### config.mk
export PLATFORM = sky130hd
export DESIGN_NAME = keypad_emulator
export DESIGN_NICKNAME = d
export VERILOG_FILES = /design/src/rtl/keypad_emulator.sv
export SDC_FILE = /design/constraint.sdc
export NUM_CORES = 1
export LEC_CHECK = 0
export BUFFER_PORTS_ARGS = -buffer_cell sky130_fd_sc_hd__clkbuf_2
export CAP_MARGIN = 20
export CELL_PAD_IN_SITES_DETAIL_PLACEMENT = 1
export CELL_PAD_IN_SITES_GLOBAL_PLACEMENT = 1
export CORE_MARGIN = 2
export CORE_UTILIZATION = 42
export CTS_CLUSTER_DIAMETER = 50
export DETAILED_ROUTE_END_ITERATION = 16
export GPL_TIMING_DRIVEN = 0
export PLACE_DENSITY_LB_ADDON = 0.1
export SYNTH_ARGS = -nofsm -noshare
export SYNTH_HDL_FRONTEND = slang
export SYNTH_SLANG_ARGS = --single-unit
### constraint.sdc
create_clock -name clk -period 2.4 [get_ports clk]
set_input_delay 0.24 -clock clk [delete_from_list [all_inputs] [get_ports clk]]
set_output_delay 0.24 -clock clk [all_outputs]
set_load 0.01 [all_outputs]
### src/rtl/keypad_emulator.sv
// Emulates a 4x4 matrix keypad: a requested key is "pressed" with contact bounce,
// held closed for a given number of row-scan visits, then released with bounce.
module keypad_emulator #(
  parameter int BOUNCE_PERIOD  = 8,
  parameter int BOUNCE_TOGGLES = 6
) (
  input  logic       clk,
  input  logic       rst,
  input  logic       key_valid,
  output logic       key_ready,
  input  logic [3:0] key_code,
  input  logic [7:0] hold_scans,
  input  logic [3:0] keypadRow,
  output logic [3:0] keypadCol,
  output logic       busy,
  output logic       done
);

  typedef enum logic [1:0] {
    S_IDLE,
    S_PRESS_BOUNCE,
    S_HOLD,
    S_RELEASE_BOUNCE
  } state_t;

  localparam bit         HAS_BOUNCE = (BOUNCE_TOGGLES > 0);
  localparam logic [15:0] PER_LAST  = 16'(BOUNCE_PERIOD - 1);
  localparam logic [7:0]  TOG_LAST  = 8'(BOUNCE_TOGGLES - 1);

  state_t      r_state;
  logic [3:0]  r_code;
  logic [7:0]  r_hold;
  logic [7:0]  r_hits;
  logic [3:0]  r_row_prev;
  logic        r_contact;
  logic        r_done;
  logic [15:0] r_cnt;
  logic [7:0]  r_phase;

  logic [3:0]  w_pos;
  logic [3:0]  w_row_tgt;
  logic [3:0]  w_col_tgt;
  logic        w_row_match;
  logic        w_hit;

  // Key code -> {row index, column index}; row n is strobed by keypadRow[n] low.
  function automatic logic [3:0] f_key_pos(input logic [3:0] code);
    logic [3:0] pos;
    case (code)
      4'h7: pos = {2'd0, 2'd0};
      4'h4: pos = {2'd0, 2'd1};
      4'h1: pos = {2'd0, 2'd2};
      4'h0: pos = {2'd0, 2'd3};
      4'h8: pos = {2'd1, 2'd0};
      4'h5: pos = {2'd1, 2'd1};
      4'h2: pos = {2'd1, 2'd2};
      4'hA: pos = {2'd1, 2'd3};
      4'h9: pos = {2'd2, 2'd0};
      4'h6: pos = {2'd2, 2'd1};
      4'h3: pos = {2'd2, 2'd2};
      4'hB: pos = {2'd2, 2'd3};
      4'hC: pos = {2'd3, 2'd0};
      4'hD: pos = {2'd3, 2'd1};
      4'hE: pos = {2'd3, 2'd2};
      default: pos = {2'd3, 2'd3};
    endcase
    return pos;
  endfunction

  assign w_pos       = f_key_pos(r_code);
  assign w_row_tgt   = ~(4'b0001 << w_pos[3:2]);
  assign w_col_tgt   = ~(4'b0001 << w_pos[1:0]);
  assign w_row_match = (keypadRow == w_row_tgt);
  assign w_hit       = w_row_match && (r_row_prev != w_row_tgt);

  assign key_ready = (r_state == S_IDLE);
  assign busy      = (r_state != S_IDLE);
  assign done      = r_done;

  // The target row is one-hot low, so malformed strobes can never match it.
  always_comb begin
    // NOTE: default first so every path assigns the output and no latch is inferred.
    keypadCol = 4'b1111;
    if (r_contact && w_row_match) keypadCol = w_col_tgt;
  end

  always_ff @(posedge clk or negedge rst) begin
    if (!rst) begin
      r_state    <= S_IDLE;
      r_code     <= 4'h0;
      r_hold     <= 8'd0;
      r_hits     <= 8'd0;
      r_row_prev <= 4'b1111;
      r_contact  <= 1'b0;
      r_done     <= 1'b0;
      r_cnt      <= 16'd0;
      r_phase    <= 8'd0;
    end else begin
      // NOTE: non-blocking assignments so every register samples pre-edge values.
      r_row_prev <= keypadRow;
      r_done     <= 1'b0;
      case (r_state)
        S_IDLE: begin
          if (key_valid && key_ready) begin
            r_code    <= key_code;
            r_hold    <= (hold_scans == 8'd0) ? 8'd1 : hold_scans;
            r_hits    <= 8'd0;
            r_contact <= 1'b1;
            r_cnt     <= 16'd0;
            r_phase   <= 8'd0;
            r_state   <= HAS_BOUNCE ? S_PRESS_BOUNCE : S_HOLD;
          end
        end
        S_PRESS_BOUNCE: begin
          if (r_cnt == PER_LAST) begin
            r_cnt <= 16'd0;
            if (r_phase == TOG_LAST) begin
              r_contact <= 1'b1;
              r_state   <= S_HOLD;
            end else begin
              r_phase   <= r_phase + 8'd1;
              r_contact <= r_phase[0];  // next phase even -> closed
            end
          end else begin
            r_cnt <= r_cnt + 16'd1;
          end
        end
        S_HOLD: begin
          if (w_hit && r_hits != 8'hFF) r_hits <= r_hits + 8'd1;
          // Leaving only once the row moves away keeps the last dwell whole.
          if (r_hits >= r_hold && !w_row_match) begin
            r_contact <= 1'b0;
            r_cnt     <= 16'd0;
            r_phase   <= 8'd0;
            if (HAS_BOUNCE) begin
              r_state <= S_RELEASE_BOUNCE;
            end else begin
              r_state <= S_IDLE;
              r_done  <= 1'b1;
            end
          end
        end
        S_RELEASE_BOUNCE: begin
          if (r_cnt == PER_LAST) begin
            r_cnt <= 16'd0;
            if (r_phase == TOG_LAST) begin
              r_contact <= 1'b0;
              r_state   <= S_IDLE;
              r_done    <= 1'b1;
            end else begin
              r_phase   <= r_phase + 8'd1;
              r_contact <= ~r_phase[0];  // next phase odd -> closed
            end
          end else begin
            r_cnt <= r_cnt + 16'd1;
          end
        end
        default: r_state <= S_IDLE;
      endcase
    end
  end

endmodule
* Word level (Yosys, flattened, before mapping)
Memory sizes are Yosys's and may differ from the RTL's. Cells that the tools add are included.
Operators by class: add/subtract/negate cells 3, order comparisons 1, equality and inequality tests 17, shift operators 2, mux-type cells 30, bitwise gates (word level) 3, reduce and logical (&&, ||, !) cells 17
Operators by type and width (number):
- $mux 16 | 3
- $mux 8 | 6
- $pmux 16 s3 | 1
- $pmux 8 s3 | 1
- $add 16x1->16 const B | 1
- $add 8x1->8 const B | 2
- $eq 16x3->1 const B | 1
- $pmux 8 s2 | 1
- $ne 2x2->1 const B | 7
- $mux 2 | 6
- $mux 1 | 9
- $eq 8x3->1 const B | 1
- $ge 8x8->1 | 1
- $logic_not 8->1 | 1
- $ne 8x8->1 const B | 1
- $not 4->4 | 2
- $pmux 2 s4 | 1
- $reduce_and 4->1 | 2
- $shl 1x2->4 const A | 2
- $reduce_and 6->1 | 1
- $logic_and 1x1->1 | 5
- $eq 2x2->1 const B | 2
- $eq 4x4->1 | 1
- $mux 4 | 1
- 11 further kinds | 14
Word-level totals: register bits after elaboration 52, memory bits (read-only) 64, input port bits 19, output and inout port bits 7, word-level logic and storage cells 83, memories kept 1
Memory list:
- (no name shown) | depth 16, width 4, read ports 1, clocked after memory_dff 0, write ports 0, line 49 | case (code)

* Logic depth before layout (Yosys ltp)
An unclocked memory read counts as a cell.
depth after elaboration 8, mapped depth 10, mapped depth without buffers 8

* Worst setup path before layout
No wires, ideal clock.
path kind register to register, start register r_hits[6], end register r_cnt[15], setup time 0.132 ns, arrival time 2.219 ns, required time 2.268 ns, setup slack 0.049 ns, cell stages (with the launch flop) 10, buffers on the path 2, clock period less this slack 2.351 ns, path through dfrtp_1 -> ha_1 -> a21oi_1 -> a21boi_0 -> a2111o_1 -> o22ai_1 -> or3_1 -> buf_2 -> buf_2 -> o31ai_1
On the way: cells in the longest elaborated chain, start to end 4
Ends and longest elaborated chain:
- start, declared | line 33 | logic [7:0] r_hits;
- start signal, assigned | line 129 | if (w_hit && r_hits != 8'hFF) r_hits <= r_hits + 8'd1;
- $ge 8x8->1 | line 131 | if (r_hits >= r_hold && !w_row_match) begin
- $logic_and 1x1->1 | line 131
- $ne 2x2->1 (no source line)
- $reduce_and 2->1 (no source line)
- end signal, assigned | line 125 | r_cnt <= r_cnt + 16'd1;
- end signal, assigned | line 155 | r_cnt <= r_cnt + 16'd1;
- end, declared | line 37 | logic [15:0] r_cnt;
No other way between the ends. A chain may end at the register's enable or synchronous reset.

* Final worst setup path
start register r_code[0], end register r_hits[4]
On the way: cells in the longest elaborated chain, start to end 8, elaborated cells on any way between the ends 9, classes of those cells eq/ne: 3; shift: 1; bitwise: 1; reduce/logical: 3; memory: 1
Ends and longest elaborated chain:
- start, declared | line 31 | logic [3:0] r_code;
- start signal, assigned | line 105 | r_code <= key_code;
- $mem_v2 16x4 *
- $shl 1x2->4 * | line 71 | assign w_row_tgt = ~(4'b0001 << w_pos[3:2]);
- $not 4->4 * | line 71
- $eq 4x4->1 or $ne 4x4->1 (tied branches) | line 73, 74
- $logic_and 1x1->1 * | line 74 | assign w_hit = w_row_match && (r_row_prev != w_row_tgt);
- $logic_and 1x1->1 * | line 129
- $ne 2x2->1 (no source line) *
- $reduce_and 3->1 (no source line) *
Every way passes the cells marked *; elsewhere a longest branch is shown, timed or not.

==> impl_metrics.ini <==
[status]
status = finished clean

[yosys]
yosys.area.top_type = dfrtp_1
synth-seq-cells = 52
synth.net_count = 376
ys_seq_area_share_pct = 40.8
synth_edf_count = 0
ys_warn_count = 0
async_flop_share_pct = 100
yosys.cell_types.count = 57
synth_top_area_share_pct = 37.5
yosys-top-cells-area = dfrtp_1, o31ai_1, ha_1
syn_area_per_cell_um2 = 9.40
syn_area_um2 = 3200
synthCells = 341
ys.flop_type = dfrtp_1

[global_routing]
grt_pass1_vias = 3121
grt_max_degree = 33
grt.total_usage_pct = 23.5
grt_pass1_wl_mm = 15.7
overflow = 0
antenna_found_initial = 0

[drt]
postRouteAntennaNets = 0
drt-total-wl_mm = 9.60
drtIter0Drc = 65
drtPass1Iterations = 4
routedWlPerCell_um = 19.5
vias_per_cell = 6.07
post-route-drc-count = 0
vias = 2978

[power]
ir_drop_mv = 0.470
power_frac_clock_pct = 15.1
leakage_nw = 1.79
power.switching_mw = 1.86
comb_power_share_pct = 57.6
total_power_mw = 4.32
p_per_area_nw_per_um2 = 1030
swShare_pct = 43.0
p_seq_share_pct = 27.2
power.internal_mw = 2.47

[min_path]
hold_path_class = in2reg
min_path_cells = 1

[cts]
clockBufferDepth = 2
ctsRootBufferMaster = clkbuf_8
htree_levels = 2
clock_sinks = 52
clock_latency_ps = 320
clk_pin_slew_ps = 110
cts_tree = built
cts_buffers = 5

[final_layout]
final_cells = 491
register_area_um2 = 1310
final_common_cell = dfrtp_1
final_nets = 426
drive_above_1_share_pct = 35.7
fin_area_um2 = 4220
multi_input_area_um2 = 2120
fill_cells = 818
area_delta_synth_final_pct = 31.6
layout_common_cells = dfrtp_1, clkbuf_2, nand2_1
antenna-diode-count = 0

[critical_path]
crit_type = reg2reg
path_cells = buf_6 -> or3_4 -> o221ai_4 -> a211oi_2 -> or3_4 -> buf_6 -> or4_1 -> a21oi_1
arrival_ps = 2610
cp_data_required_time_ps = 2660
crit_path_max_fanout = 10
slowest_delay_ps = 470
slowest_stage = or4_1
cp-end-kind = flip-flop
critPathLaunchType = flip-flop
reg2reg_depth = 8

[die]
ios = 26
fp.dieW_um = 91.3
chipHeight_um = 91.3
initial_core_util_pct = 43.7
rows = 31
core_area_um2 = 7330
dieArea_um2 = 8340

[sta]
finalCriticalPeriod_ps = 2350
rsz0062_at_grt = yes
fin_skew_ps = 16.1
fmax_mhz = 425
tns_ps = 0
timing.final.crit_share_pct = 98.1
hold_violations = 0
fin_ws_ps = 45.5
slew_violations = 0
setup-violations-final = 0
slew_headroom_pct = 58.7
worstMarginPinSlew_ps = 619

[placement]
placed_cells = 466
port_buffers = 25
dp_slack_ps = -481
placed_area_um2 = 3470
gp_congestion = 0.827
dpl.hpwl_mm = 6.19

[run]
max_cap_violations = 0
==> path summary, 6_finish.rpt <==
check,startpoint,slack [ps],endpoint
setup / recovery,r_code[0],50,r_hits[4]
hold / removal,keypadRow[2],50,r_row_prev[2]
setup reg to reg,r_code[0],50,r_hits[4]
hold reg to reg,r_hold[0],520,r_hold[0]
max in group asynchronous,rst,1320,r_state[1]
min in group asynchronous,rst,460,r_hits[5]
==> critical path: cells and delay by family (launching register included) <==
family | cells | cell delay, ps
and+or+nand+nor | 3 | 1260
DFF | 1 | 410
AOI/OAI and AO/OA | 3 | 320
buffers and inverters | 2 | 290
==> repair_timing <==
item	in CTS	in global routing
endpoints found under the setup margin	39	34
hold buffers	1	0
pin swaps	9	10
buffers inserted	9	11
cloned	0	1
gates resized for setup	52	52
endpoints found under the hold margin	16	0
==> layout make-up <==
| type | count | share of cell area, % |
|---|---|---|
| Sequential cell | 52 | 31.0 |
| Inverter | 17 | 1.51 |
| Clock inverter | 2 | 0.920 |
| Buffer | 13 | 2.55 |
| Multi-Input combinational cell | 254 | 50.3 |
| Tap cell | 99 | 2.94 |
| Timing Repair Buffer | 48 | 8.82 |
| Clock buffer | 6 | 1.96 |
==> logic make-up after synthesis <==
logic type / after synthesis / share of synthesized area, %
and+or+nand+nor: 121 / 20.9
AOI/OAI and AO/OA: 102 / 22.2
DFF: 52 / 40.8
adders and majority gates: 16 / 6.25
buffers and inverters: 35 / 4.69
muxes: 15 / 5.23
==> power by group through the flow <==
stage          combinational, mW  clock (mW)  sequential (mW)
6_report                    2.49       0.655             1.18
3_5_place_dp                1.66           0             1.16
4_1_cts                     2.04       0.680             1.17
5_1_grt                     2.70       0.704             1.21
2_1_floorplan               1.21           0             1.12
3_3_place_gp                1.61           0             1.15
==> stage by stage <==
stage | hold slack (ps) | utilization, %
finish | 47.2 | 57.5
global route | 30.1 | 57.5
CTS | 29.2 | 53.0
detailed placement | 277 | 47.4
global placement | 363 | 47.1
floorplan | -55.6 | -
==> cell usage after synthesis (6+ instances only) <==
library cell	number
clkbuf_1	9
nand3_1	14
buf_2	6
nor2_1	19
a21oi_1	13
a31oi_1	6
o31ai_1	28
mux2_2	14
nor3_1	10
o21ai_0	21
inv_1	17
ha_1	16
nand2_1	26
dfrtp_1	48
and3_1	10
o41ai_1	9
==> registers in the layout (all words and copies together) (netlist names) <==
register and flops:
r_cnt 16, r_hits 8, r_hold 8, r_phase 8, r_code 4, r_row_prev 4, r_state 2, done 1
r_contact 1
==> per-layer routing <==
layer | up-vias | track usage, % | share of wire [%] | wire, um
met4 | 0 | 7.07 | 2.0 | 189
met2 | 42 | 42.3 | 53 | 5050
li1 | 1401 | - | - | -
met3 | 13 | 3.65 | 1.9 | 180
met5 | - | 0 | 0 | 0
met1 | 1522 | 29.0 | 43 | 4170
(Power assumes the default switching activity.)
